===== src/rtl/dma_sched_pkg.sv =====
// dma_sched_pkg: shared types, default widths and counter helpers for the DMA ring scheduler.
package dma_sched_pkg;
    localparam int ADR_W_DEF = 28;
    localparam int CNT_W_DEF = 16;

    typedef enum logic [1:0] {IDLE, ISSUE, GAP, DRAIN} state_e;

    function automatic logic [CNT_W_DEF-1:0] wrap_sub(input logic [CNT_W_DEF-1:0] a,
                                                      input logic [CNT_W_DEF-1:0] b);
        return a - b;
    endfunction
endpackage


===== src/rtl/dma_ring_scheduler_ring_addr_gen.sv =====
// ring_addr_gen: current slot index and slot address, stepped by BUF_SIZE and wrapped to the
// ring base after the last slot so no multiplier is needed.
module ring_addr_gen
    import dma_sched_pkg::*;
#(
    parameter int ADR_W = ADR_W_DEF,
    parameter int CNT_W = CNT_W_DEF
) (
    input  logic             CLK,
    input  logic             SRST,
    input  logic             load_i,
    input  logic             adv_i,
    input  logic [ADR_W-1:0] load_adr_i,
    input  logic [ADR_W-1:0] base_i,
    input  logic [ADR_W-1:0] size_i,
    input  logic [CNT_W-1:0] nslots_i,
    output logic [ADR_W-1:0] slot_adr_o,
    output logic [CNT_W-1:0] wr_slot_o
);
    logic [ADR_W-1:0] adr_q, adr_d;
    logic [CNT_W-1:0] slot_q, slot_d;
    logic             last;

    always_comb begin
        last   = slot_q == nslots_i - CNT_W'(1);
        adr_d  = load_i ? load_adr_i : adv_i ? (last ? base_i : adr_q + size_i) : adr_q;
        slot_d = load_i ? '0 : adv_i ? (last ? '0 : slot_q + CNT_W'(1)) : slot_q;
    end

    always_ff @(posedge CLK) begin
        if (SRST) begin
            adr_q  <= '0;
            slot_q <= '0;
        end else begin
            adr_q  <= adr_d;
            slot_q <= slot_d;
        end
    end

    assign slot_adr_o = adr_q;
    assign wr_slot_o  = slot_q;
endmodule


===== src/rtl/dma_ring_scheduler.sv =====
// dma_ring_scheduler: issues simple_dma commands into a ring of equal-size buffers, tracking
// completions from the free-running done counter and software releases.
module dma_ring_scheduler
    import dma_sched_pkg::*;
#(
    parameter int ADR_W     = ADR_W_DEF,
    parameter int CNT_W     = CNT_W_DEF,
    parameter int CMD_SLOTS = 1
) (
    input  logic             CLK,
    input  logic             SRST,
    input  logic             ENABLE,
    input  logic             MODE_CYCLIC,
    input  logic [ADR_W-1:0] RING_BASE,
    input  logic [ADR_W-1:0] BUF_SIZE,
    input  logic [CNT_W-1:0] NUM_SLOTS,
    input  logic [CNT_W-1:0] NUM_BUFS,
    input  logic             REL_VALID,
    input  logic [CNT_W-1:0] REL_CNT,
    output logic             DMA_START,
    output logic [ADR_W-1:0] DMA_START_ADR,
    output logic [ADR_W-1:0] DMA_BUF_SIZE,
    input  logic [CNT_W-1:0] DMA_DONE_CNT,
    output logic [CNT_W-1:0] FILLED,
    output logic [CNT_W-1:0] WR_SLOT,
    output logic             BUF_READY,
    output logic             BUSY,
    output logic             FINISHED,
    output logic             CFG_ERR,
    output logic             REL_ERR
);
    localparam logic [CNT_W-1:0] SLOTS = CNT_W'(CMD_SLOTS);

    state_e           state_q, state_d;
    logic             en_q, cyclic_q, cyclic_d, start_q, start_d, rdy_q;
    logic             fin_q, fin_d, cfg_err_q, cfg_err_d, rel_err_q, rel_err_d;
    logic [ADR_W-1:0] base_q, base_d, size_q, size_d, start_adr_q, start_adr_d, slot_adr;
    logic [CNT_W-1:0] nslots_q, nslots_d, nbufs_q, nbufs_d, prev_q;
    logic [CNT_W-1:0] issued_q, issued_d, done_q, done_d, rel_q, rel_d;
    logic [CNT_W-1:0] delta, done_now, filled_now, outstanding, occupancy;
    logic             over_rel, can_issue, one_shot_done, cfg_bad, load, adv;

    always_comb begin
        delta         = wrap_sub(DMA_DONE_CNT, prev_q);
        done_now      = done_q + delta;
        filled_now    = wrap_sub(done_now, rel_q);
        over_rel      = REL_VALID && REL_CNT > filled_now;
        outstanding   = wrap_sub(issued_q, done_q);
        occupancy     = wrap_sub(issued_q, rel_q);
        one_shot_done = !cyclic_q && issued_q == nbufs_q;
        can_issue     = outstanding < SLOTS && occupancy < nslots_q && (cyclic_q || issued_q < nbufs_q);
        cfg_bad       = BUF_SIZE == '0 || NUM_SLOTS == '0 || (!MODE_CYCLIC && NUM_BUFS == '0);
        state_d       = state_q;
        start_d       = 1'b0;
        issued_d      = issued_q;
        done_d        = done_now;
        // An over-release is clamped to what is actually filled this cycle.
        rel_d         = rel_q + (REL_VALID ? (over_rel ? filled_now : REL_CNT) : '0);
        rel_err_d     = rel_err_q | over_rel;
        fin_d         = fin_q;
        cfg_err_d     = cfg_err_q;
        cyclic_d      = cyclic_q;
        base_d        = base_q;
        size_d        = size_q;
        nslots_d      = nslots_q;
        nbufs_d       = nbufs_q;
        load          = 1'b0;
        adv           = 1'b0;
        case (state_q)
            IDLE: if (ENABLE && !en_q) begin
                cyclic_d = MODE_CYCLIC;
                base_d   = RING_BASE;
                size_d   = BUF_SIZE;
                nslots_d = NUM_SLOTS;
                nbufs_d  = NUM_BUFS;
                if (cfg_bad) cfg_err_d = 1'b1;
                else begin
                    issued_d  = '0;
                    done_d    = '0;
                    rel_d     = '0;
                    fin_d     = 1'b0;
                    cfg_err_d = 1'b0;
                    rel_err_d = 1'b0;
                    load      = 1'b1;
                    state_d   = ISSUE;
                end
            end
            ISSUE: if (!ENABLE || one_shot_done) state_d = DRAIN;
                else if (can_issue) begin
                    start_d  = 1'b1;
                    issued_d = issued_q + CNT_W'(1);
                    adv      = 1'b1;
                    state_d  = GAP;
                end
            GAP: state_d = ENABLE ? ISSUE : DRAIN;
            DRAIN: if (outstanding == '0) begin
                state_d = IDLE;
                fin_d   = fin_q | one_shot_done;
            end
            default: state_d = IDLE;
        endcase
        start_adr_d = start_d ? slot_adr : start_adr_q;
    end

    always_ff @(posedge CLK) begin
        prev_q <= DMA_DONE_CNT;
        if (SRST) begin
            state_q     <= IDLE;
            en_q        <= 1'b0;
            cyclic_q    <= 1'b0;
            start_q     <= 1'b0;
            rdy_q       <= 1'b0;
            fin_q       <= 1'b0;
            cfg_err_q   <= 1'b0;
            rel_err_q   <= 1'b0;
            base_q      <= '0;
            size_q      <= '0;
            start_adr_q <= '0;
            nslots_q    <= '0;
            nbufs_q     <= '0;
            issued_q    <= '0;
            done_q      <= '0;
            rel_q       <= '0;
        end else begin
            state_q     <= state_d;
            en_q        <= ENABLE;
            cyclic_q    <= cyclic_d;
            start_q     <= start_d;
            rdy_q       <= delta != '0;
            fin_q       <= fin_d;
            cfg_err_q   <= cfg_err_d;
            rel_err_q   <= rel_err_d;
            base_q      <= base_d;
            size_q      <= size_d;
            start_adr_q <= start_adr_d;
            nslots_q    <= nslots_d;
            nbufs_q     <= nbufs_d;
            issued_q    <= issued_d;
            done_q      <= done_d;
            rel_q       <= rel_d;
        end
    end

    ring_addr_gen #(.ADR_W(ADR_W), .CNT_W(CNT_W)) u_addr (
        .CLK       (CLK),
        .SRST      (SRST),
        .load_i    (load),
        .adv_i     (adv),
        .load_adr_i(RING_BASE),
        .base_i    (base_q),
        .size_i    (size_q),
        .nslots_i  (nslots_q),
        .slot_adr_o(slot_adr),
        .wr_slot_o (WR_SLOT)
    );

    assign DMA_START     = start_q;
    assign DMA_START_ADR = start_adr_q;
    assign DMA_BUF_SIZE  = size_q;
    assign FILLED        = wrap_sub(done_q, rel_q);
    assign BUF_READY     = rdy_q;
    assign BUSY          = state_q != IDLE;
    assign FINISHED      = fin_q;
    assign CFG_ERR       = cfg_err_q;
    assign REL_ERR       = rel_err_q;
endmodule


===== config.mk =====
export PLATFORM = sky130hd
export DESIGN_NAME = dma_ring_scheduler
export DESIGN_NICKNAME = d
export VERILOG_FILES = /design/src/rtl/dma_sched_pkg.sv /design/src/rtl/dma_ring_scheduler_ring_addr_gen.sv /design/src/rtl/dma_ring_scheduler.sv
export SDC_FILE = /design/constraint.sdc
export NUM_CORES = 1
export LEC_CHECK = 0
export BUFFER_PORTS_ARGS = -buffer_cell sky130_fd_sc_hd__buf_2
export CAP_MARGIN = 20
export CORE_ASPECT_RATIO = 0.7
export CORE_MARGIN = 10
export CORE_UTILIZATION = 45
export CTS_BUF_LIST = sky130_fd_sc_hd__clkbuf_2 sky130_fd_sc_hd__clkbuf_4 sky130_fd_sc_hd__clkbuf_8
export CTS_CLUSTER_SIZE = 8
export DETAILED_ROUTE_END_ITERATION = 6
export GPL_TIMING_DRIVEN = 0
export SKIP_CTS_REPAIR_TIMING = 1
export SLEW_MARGIN = 20
export SYNTH_ARGS = -nofsm -noshare
export SYNTH_HDL_FRONTEND = slang
export SYNTH_SLANG_ARGS = --single-unit
export TNS_END_PERCENT = 50

===== constraint.sdc =====
create_clock -name CLK -period 23.4 [get_ports CLK]
set_input_delay 3.51 -clock CLK [delete_from_list [all_inputs] [get_ports CLK]]
set_output_delay 3.51 -clock CLK [all_outputs]
set_load 0.02 [all_outputs]

* Word-level counts from Yosys, hierarchy flattened
Index checks and enable logic that the tools add are counted.
** Storage, ports and cells
- Bits in registers :: 233
- Output and inout bits :: 94
** Operators by class
- Add/subtract/negate cells :: 11
- Order comparisons :: 4
- Eq/ne operators :: 11
- Muxes and demuxes :: 38
- Bitwise operators :: 2
- Reductions and logical operators :: 29
** Operator list (count)
- $mux W16 :: 13
- $mux W28 :: 3
- $sub A16 B16 Y16 :: 5
- $logic_not A16 Y1 :: 3
- $add A16 B1 Y16 const B :: 2
- $add A16 B16 Y16 :: 2
- $eq A16 B16 Y1 :: 2
- $lt A16 B16 Y1 :: 2
- $pmux W16 S2 :: 1
- $add A28 B28 Y28 :: 1
- $logic_not A28 Y1 :: 1
- $gt A16 B16 Y1 :: 1
- $lt A16 B1 Y1 const B :: 1
- $reduce_bool A16 Y1 :: 1
- $sub A16 B1 Y16 const B :: 1
- $mux W1 :: 13
- $mux W2 :: 6
- $ne A2 B2 Y1 const B :: 5
- $pmux W2 S4 :: 1
- $reduce_and A4 Y1 :: 2
- $reduce_bool A2 Y1 :: 4
- $logic_and A1 B1 Y1 :: 6
- $reduce_and A5 Y1 :: 1
- $eq A2 B2 Y1 const B :: 2
- other kinds (9) :: 16

* Longest topological paths before layout
- Word-level depth :: 11
- Gate-level depth with buffers :: 45
- Gate-level depth less buffers :: 44

* By module
From an unflattened synthesis, not the netlist that was laid out.
** Second synthesis, totals
- Cell total of the unflattened synthesis :: 2209
- Area total of the unflattened synthesis :: 17254.0 um^2
** By module, submodules not included
- dma_ring_scheduler :: instances 1, cells an instance 1626, area an instance 12923.6 um^2
- ring_addr_gen :: instances 1, cells an instance 583, area an instance 4330.4 um^2

* Worst setup path after synthesis
Ideal clock, no wire load.
- Path kind :: input -> register
- Start :: input DMA_DONE_CNT[0]
- End :: register rel_q[15]
- Setup time :: 122 ps
- Data arrival time :: 10941 ps
- Data required time :: 23278 ps
- Path slack :: 12337 ps
- Stages on the path :: 41
- Buffers on the path :: 1
- Cell sequence :: inv_1 -> ha_1 -> inv_1 -> fa_1 -> a21o_1 -> a21oi_1 -> o21bai_1 -> a21oi_1 -> xnor2_1 -> ha_1 -> a21o_1 -> a21oi_1 -> o21ai_0 -> or3_1 -> a31oi_1 -> xnor2_1 -> ha_1 -> and3_1 -> [... 5 more ...] -> nand4_1 -> nor3_1 -> nand3_1 -> o211ai_1 -> clkbuf_1 -> o21ai_0 -> and2_1 -> ha_1 -> nand2_1 -> o21ai_0 -> o41ai_1 -> o2111ai_1 -> and4_1 -> or4_1 -> nand3_1 -> nor4b_1 -> a21oi_1 -> nand3_1
** On the way
- Word-level cells in the longest chain between the ends :: 11
** RTL lines
- start: declaration :: RTL line dma_ring_scheduler.sv:23 : input logic [CNT_W-1:0] DMA_DONE_CNT,
- $sub A16 B16 Y16 * :: RTL line dma_sched_pkg.sv:10 : return a - b;
- $add A16 B16 Y16 * :: RTL line dma_ring_scheduler.sv:45 : done_now = done_q + delta;
- $sub A16 B16 Y16 * :: RTL line dma_sched_pkg.sv:10
- $gt A16 B16 Y1 :: RTL line dma_ring_scheduler.sv:47 : over_rel = REL_VALID && REL_CNT > filled_now;
- $logic_and A1 B1 Y1 :: RTL line dma_ring_scheduler.sv:47
- $mux W16 * (2 in a row) :: RTL line dma_ring_scheduler.sv:58 : rel_d = rel_q + (REL_VALID ? (over_rel ? filled_now : REL_CNT) : '0);
- $add A16 B16 Y16 * :: RTL line dma_ring_scheduler.sv:58
- $mux W16 :: RTL line dma_ring_scheduler.sv:76 : if (cfg_bad) cfg_err_d = 1'b1;
- $mux W16 :: RTL line dma_ring_scheduler.sv:70 : IDLE: if (ENABLE && !en_q) begin
- $mux W16 * :: RTL line dma_ring_scheduler.sv:69 : case (state_q)
- end signal: assignment :: RTL line dma_ring_scheduler.sv:140 : rel_q <= rel_d;
- end: declaration :: RTL line dma_ring_scheduler.sv:39 : logic [CNT_W-1:0] issued_q, issued_d, done_q, done_d, rel_q, rel_d;
Mark *: on every way between the ends. The rest lies on a longest branch, timed or not.
A chain may end at the register's enable or synchronous reset.

* Worst setup path in the final report
Ends and elaborated chain as after synthesis.

==> impl_metrics.env <==
export IMPL_die_area_um2=45500
export IMPL_io_pins=219
export IMPL_wirelength_mm=59.9
export IMPL_wire_per_inst_um=20.2
export IMPL_critPathMaxStageDelay_ns=0.60
export IMPL_start_util=0.453
export IMPL_drv_cap=0
export IMPL_h_tree_depth=2
export IMPL_cts_sinks=233
export IMPL_cp_max_fo=10
export IMPL_dr_pass1_iters=7
export IMPL_multi_input_area_um2=11200
export IMPL_synthCells=2195
export IMPL_grt_pass1_wl_mm=90.5
export IMPL_numCtsBuffers=40
export IMPL_synth_edff_count=0
export IMPL_p_leak_uw=0.00839
export IMPL_fin_worst_skew_ns=0.0283
export IMPL_final_layout_size_suffix_gt1_frac=0.128
export IMPL_fin_nets=2770
export IMPL_vias_per_cell=5.71
export IMPL_rows=59
export IMPL_synth_async_sr_flop_share=0
export IMPL_synth_distinct_cells=79
export IMPL_yosysSeqAreaShare=0.278
export IMPL_synth_flop_cell="dfxtp_1"
export IMPL_min_period_ns=12.62
export IMPL_grt_pass1_vias=15900
export IMPL_cp_end_kind="register"
export IMPL_cts_tree="yes"
export IMPL_clock_fmax_mhz=79.2
export IMPL_grt_remaining_overflow=0
export IMPL_core_area_um2=37000
export IMPL_grt_total_usage=0.249
export IMPL_required_ns=23.85
export IMPL_rsz0062_at_grt="no"
export IMPL_ys_ff_latch=233
export IMPL_mappedNetlistArea_um2=16800
export IMPL_yosys_warnings=0
export IMPL_clk_latency_ns=0.57
export IMPL_hold_path_class="register to register"
export IMPL_worst_pin_slew_ns=1.08
export IMPL_critPathSlowestCell="o41ai_1"
export IMPL_status="finished clean"
export IMPL_dr_first_iter_drc_count=1595
export IMPL_arrival_ns=13.07
export IMPL_fin_ws_ns=10.78
export IMPL_post_route_period_util=0.539
export IMPL_report_final_slew_viol_count=0
export IMPL_path_class="input port to register"
export IMPL_vias=17000
export IMPL_ctsRootBufferMaster="clkbuf_8"
export IMPL_clockBufferDepth=3
export IMPL_slew_headroom=0.279
export IMPL_register_area_um2=4660
export IMPL_place_ws_ns=10.53
export IMPL_portBuffers=217
export IMPL_drtAntennaViolNets=0
export IMPL_avgSynthCellArea_um2=7.64
export IMPL_num_fill_cells=3731
export IMPL_syn_num_nets=2511
export IMPL_setup_violations=0
export IMPL_hold_viol_final=0
export IMPL_globalplace_congestion=0.956
export IMPL_cp_start_kind="input port"
export IMPL_die_h_um=182
export IMPL_drc_errors=0
export IMPL_grt_antenna_before_repair=4
export IMPL_syn_to_final_growth_pct=15.0
export IMPL_setup_tns_ns=0
export IMPL_path_clk_slew_ns=0.06
export IMPL_hpwl_mm=48.0
export IMPL_die_width_um=251
export IMPL_p_per_area_nw_per_um2=126
export IMPL_grt_max_degree=11
export IMPL_ir_drop_mv=0.111
stage by stage:
step	cell area, um^2	total power, uW	utilization	cells	hold WS [ns]
floorplan	16800	1600	-	2195	0.431
global placement	18500	1980	0.499	2900	0.438
detailed placement	18500	2010	0.499	2900	0.442
CTS	19300	2410	0.522	2968	0.450
global route	19300	2630	0.522	2969	0.470
finish	19300	2430	0.522	2969	0.453
metal layers:
layer  share of wire  up-vias  GRT usage
li1                -     8326          -
met1            0.48     7937      0.359
met2            0.42      613      0.367
met3           0.086       79     0.0562
met4           0.021        2     0.0618
met5         0.00022        -          0
worst max-delay path, delay by kind of cell:
| kind | cells | cell delay [ns] |
|---|---|---|
| AOI/OAI and AO/OA | 17 | 3.88 |
| and+or+nand+nor | 11 | 2.30 |
| adders and majority gates | 6 | 2.12 |
| buffers and inverters | 5 | 0.70 |
| xor gates and xnor gates | 1 | 0.54 |
area by class of cell:
| class | count | area share |
|---|---|---|
| plain buffers | 77 | 0.0165 |
| inverters | 156 | 0.0304 |
| multi-input cells | 1729 | 0.581 |
| clock inverters | 4 | 0.00123 |
| clock buffers | 64 | 0.0414 |
| diodes | 1 | 0.000130 |
| well taps | 488 | 0.0316 |
| flip-flops and latches | 233 | 0.242 |
| repair buffers | 217 | 0.0563 |
registers in the layout, indices dropped and copies added (netlist names), 28 cells and up:
| register | cells |
|---|---|
| DMA_BUF_SIZE | 28 |
| DMA_START_ADR | 28 |
| base_q | 28 |
| u_addr.slot_adr_o | 28 |
cell usage after synthesis, types with 11 or more instances:
master / number / area, um^2
a21o_1: 38 / 285
ha_1: 183 / 2290
nand2_1: 340 / 1280
nand3_1: 59 / 295
or3_1: 19 / 119
xor2_1: 32 / 280
xnor2_1: 76 / 666
and3_1: 29 / 181
a21boi_0: 18 / 135
mux2i_1: 17 / 170
dfxtp_1: 233 / 4660
o21bai_1: 11 / 82.6
nor4_1: 23 / 144
nand4_1: 22 / 138
clkbuf_1: 60 / 225
nor2_1: 120 / 450
a21oi_1: 259 / 1300
o21a_1: 22 / 165
o211ai_1: 12 / 90.1
and2_1: 29 / 181
o2111ai_1: 13 / 114
a31oi_1: 16 / 100
nor3_1: 49 / 245
o21ai_0: 104 / 521
nor2b_1: 36 / 225
nand2b_1: 18 / 113
or4_1: 25 / 188
o31ai_1: 23 / 173
inv_1: 155 / 582
where the power goes:
part,switching [uW],internal [uW]
registers,38.4,434
clock network,179,216
logic,938,624
cell families after synthesis:
| logic type | after synthesis | synth area share |
|---|---|---|
| buf+inv | 233 | 0.0539 |
| fa+ha+maj | 191 | 0.146 |
| flops | 233 | 0.278 |
| mux | 18 | 0.0108 |
| simple gates | 809 | 0.233 |
| xor+xnor | 109 | 0.0577 |
| compound gates | 602 | 0.220 |
path summary, 6_finish.rpt:
check	start	end	slack [ns]	cells after the start
max reg2reg	prev_q[0]	rel_q[15]	13.56	38
min reg2reg	base_q[27]	base_q[27]	0.45	2
min	base_q[27]	base_q[27]	0.45	2
max	DMA_DONE_CNT[0]	rel_q[15]	10.78	40
cell usage in the layout (no fill, tap or decap), drive strengths merged, types with 6 or more instances in the layout:
cell type	synthesis	routed
a22oi	6	6
o21a	22	22
clkbuf	60	124
a2bb2oi	8	8
o211ai	12	12
mux2i	17	17
o21ai	108	108
nor2b	36	36
and3	29	29
nand2	340	340
nor2	121	121
fa	8	8
or4	25	25
ha	183	183
o31ai	24	24
inv	156	157
nand2b	18	18
nor3	51	51
a211oi	8	8
a21oi	260	260
buf	17	234
a31oi	16	16
dfxtp	233	233
nor3b	8	8
xor2	32	32
nor4	25	25
or3	19	19
a21boi	18	18
a21o	38	38
o41ai	6	6
nand3	59	59
or2	8	8
o31a	7	7
o21bai	11	11
nand4	22	22
o2111ai	13	13
and2	29	29
xnor2	76	76
Power figures use the tool's default switching activity.
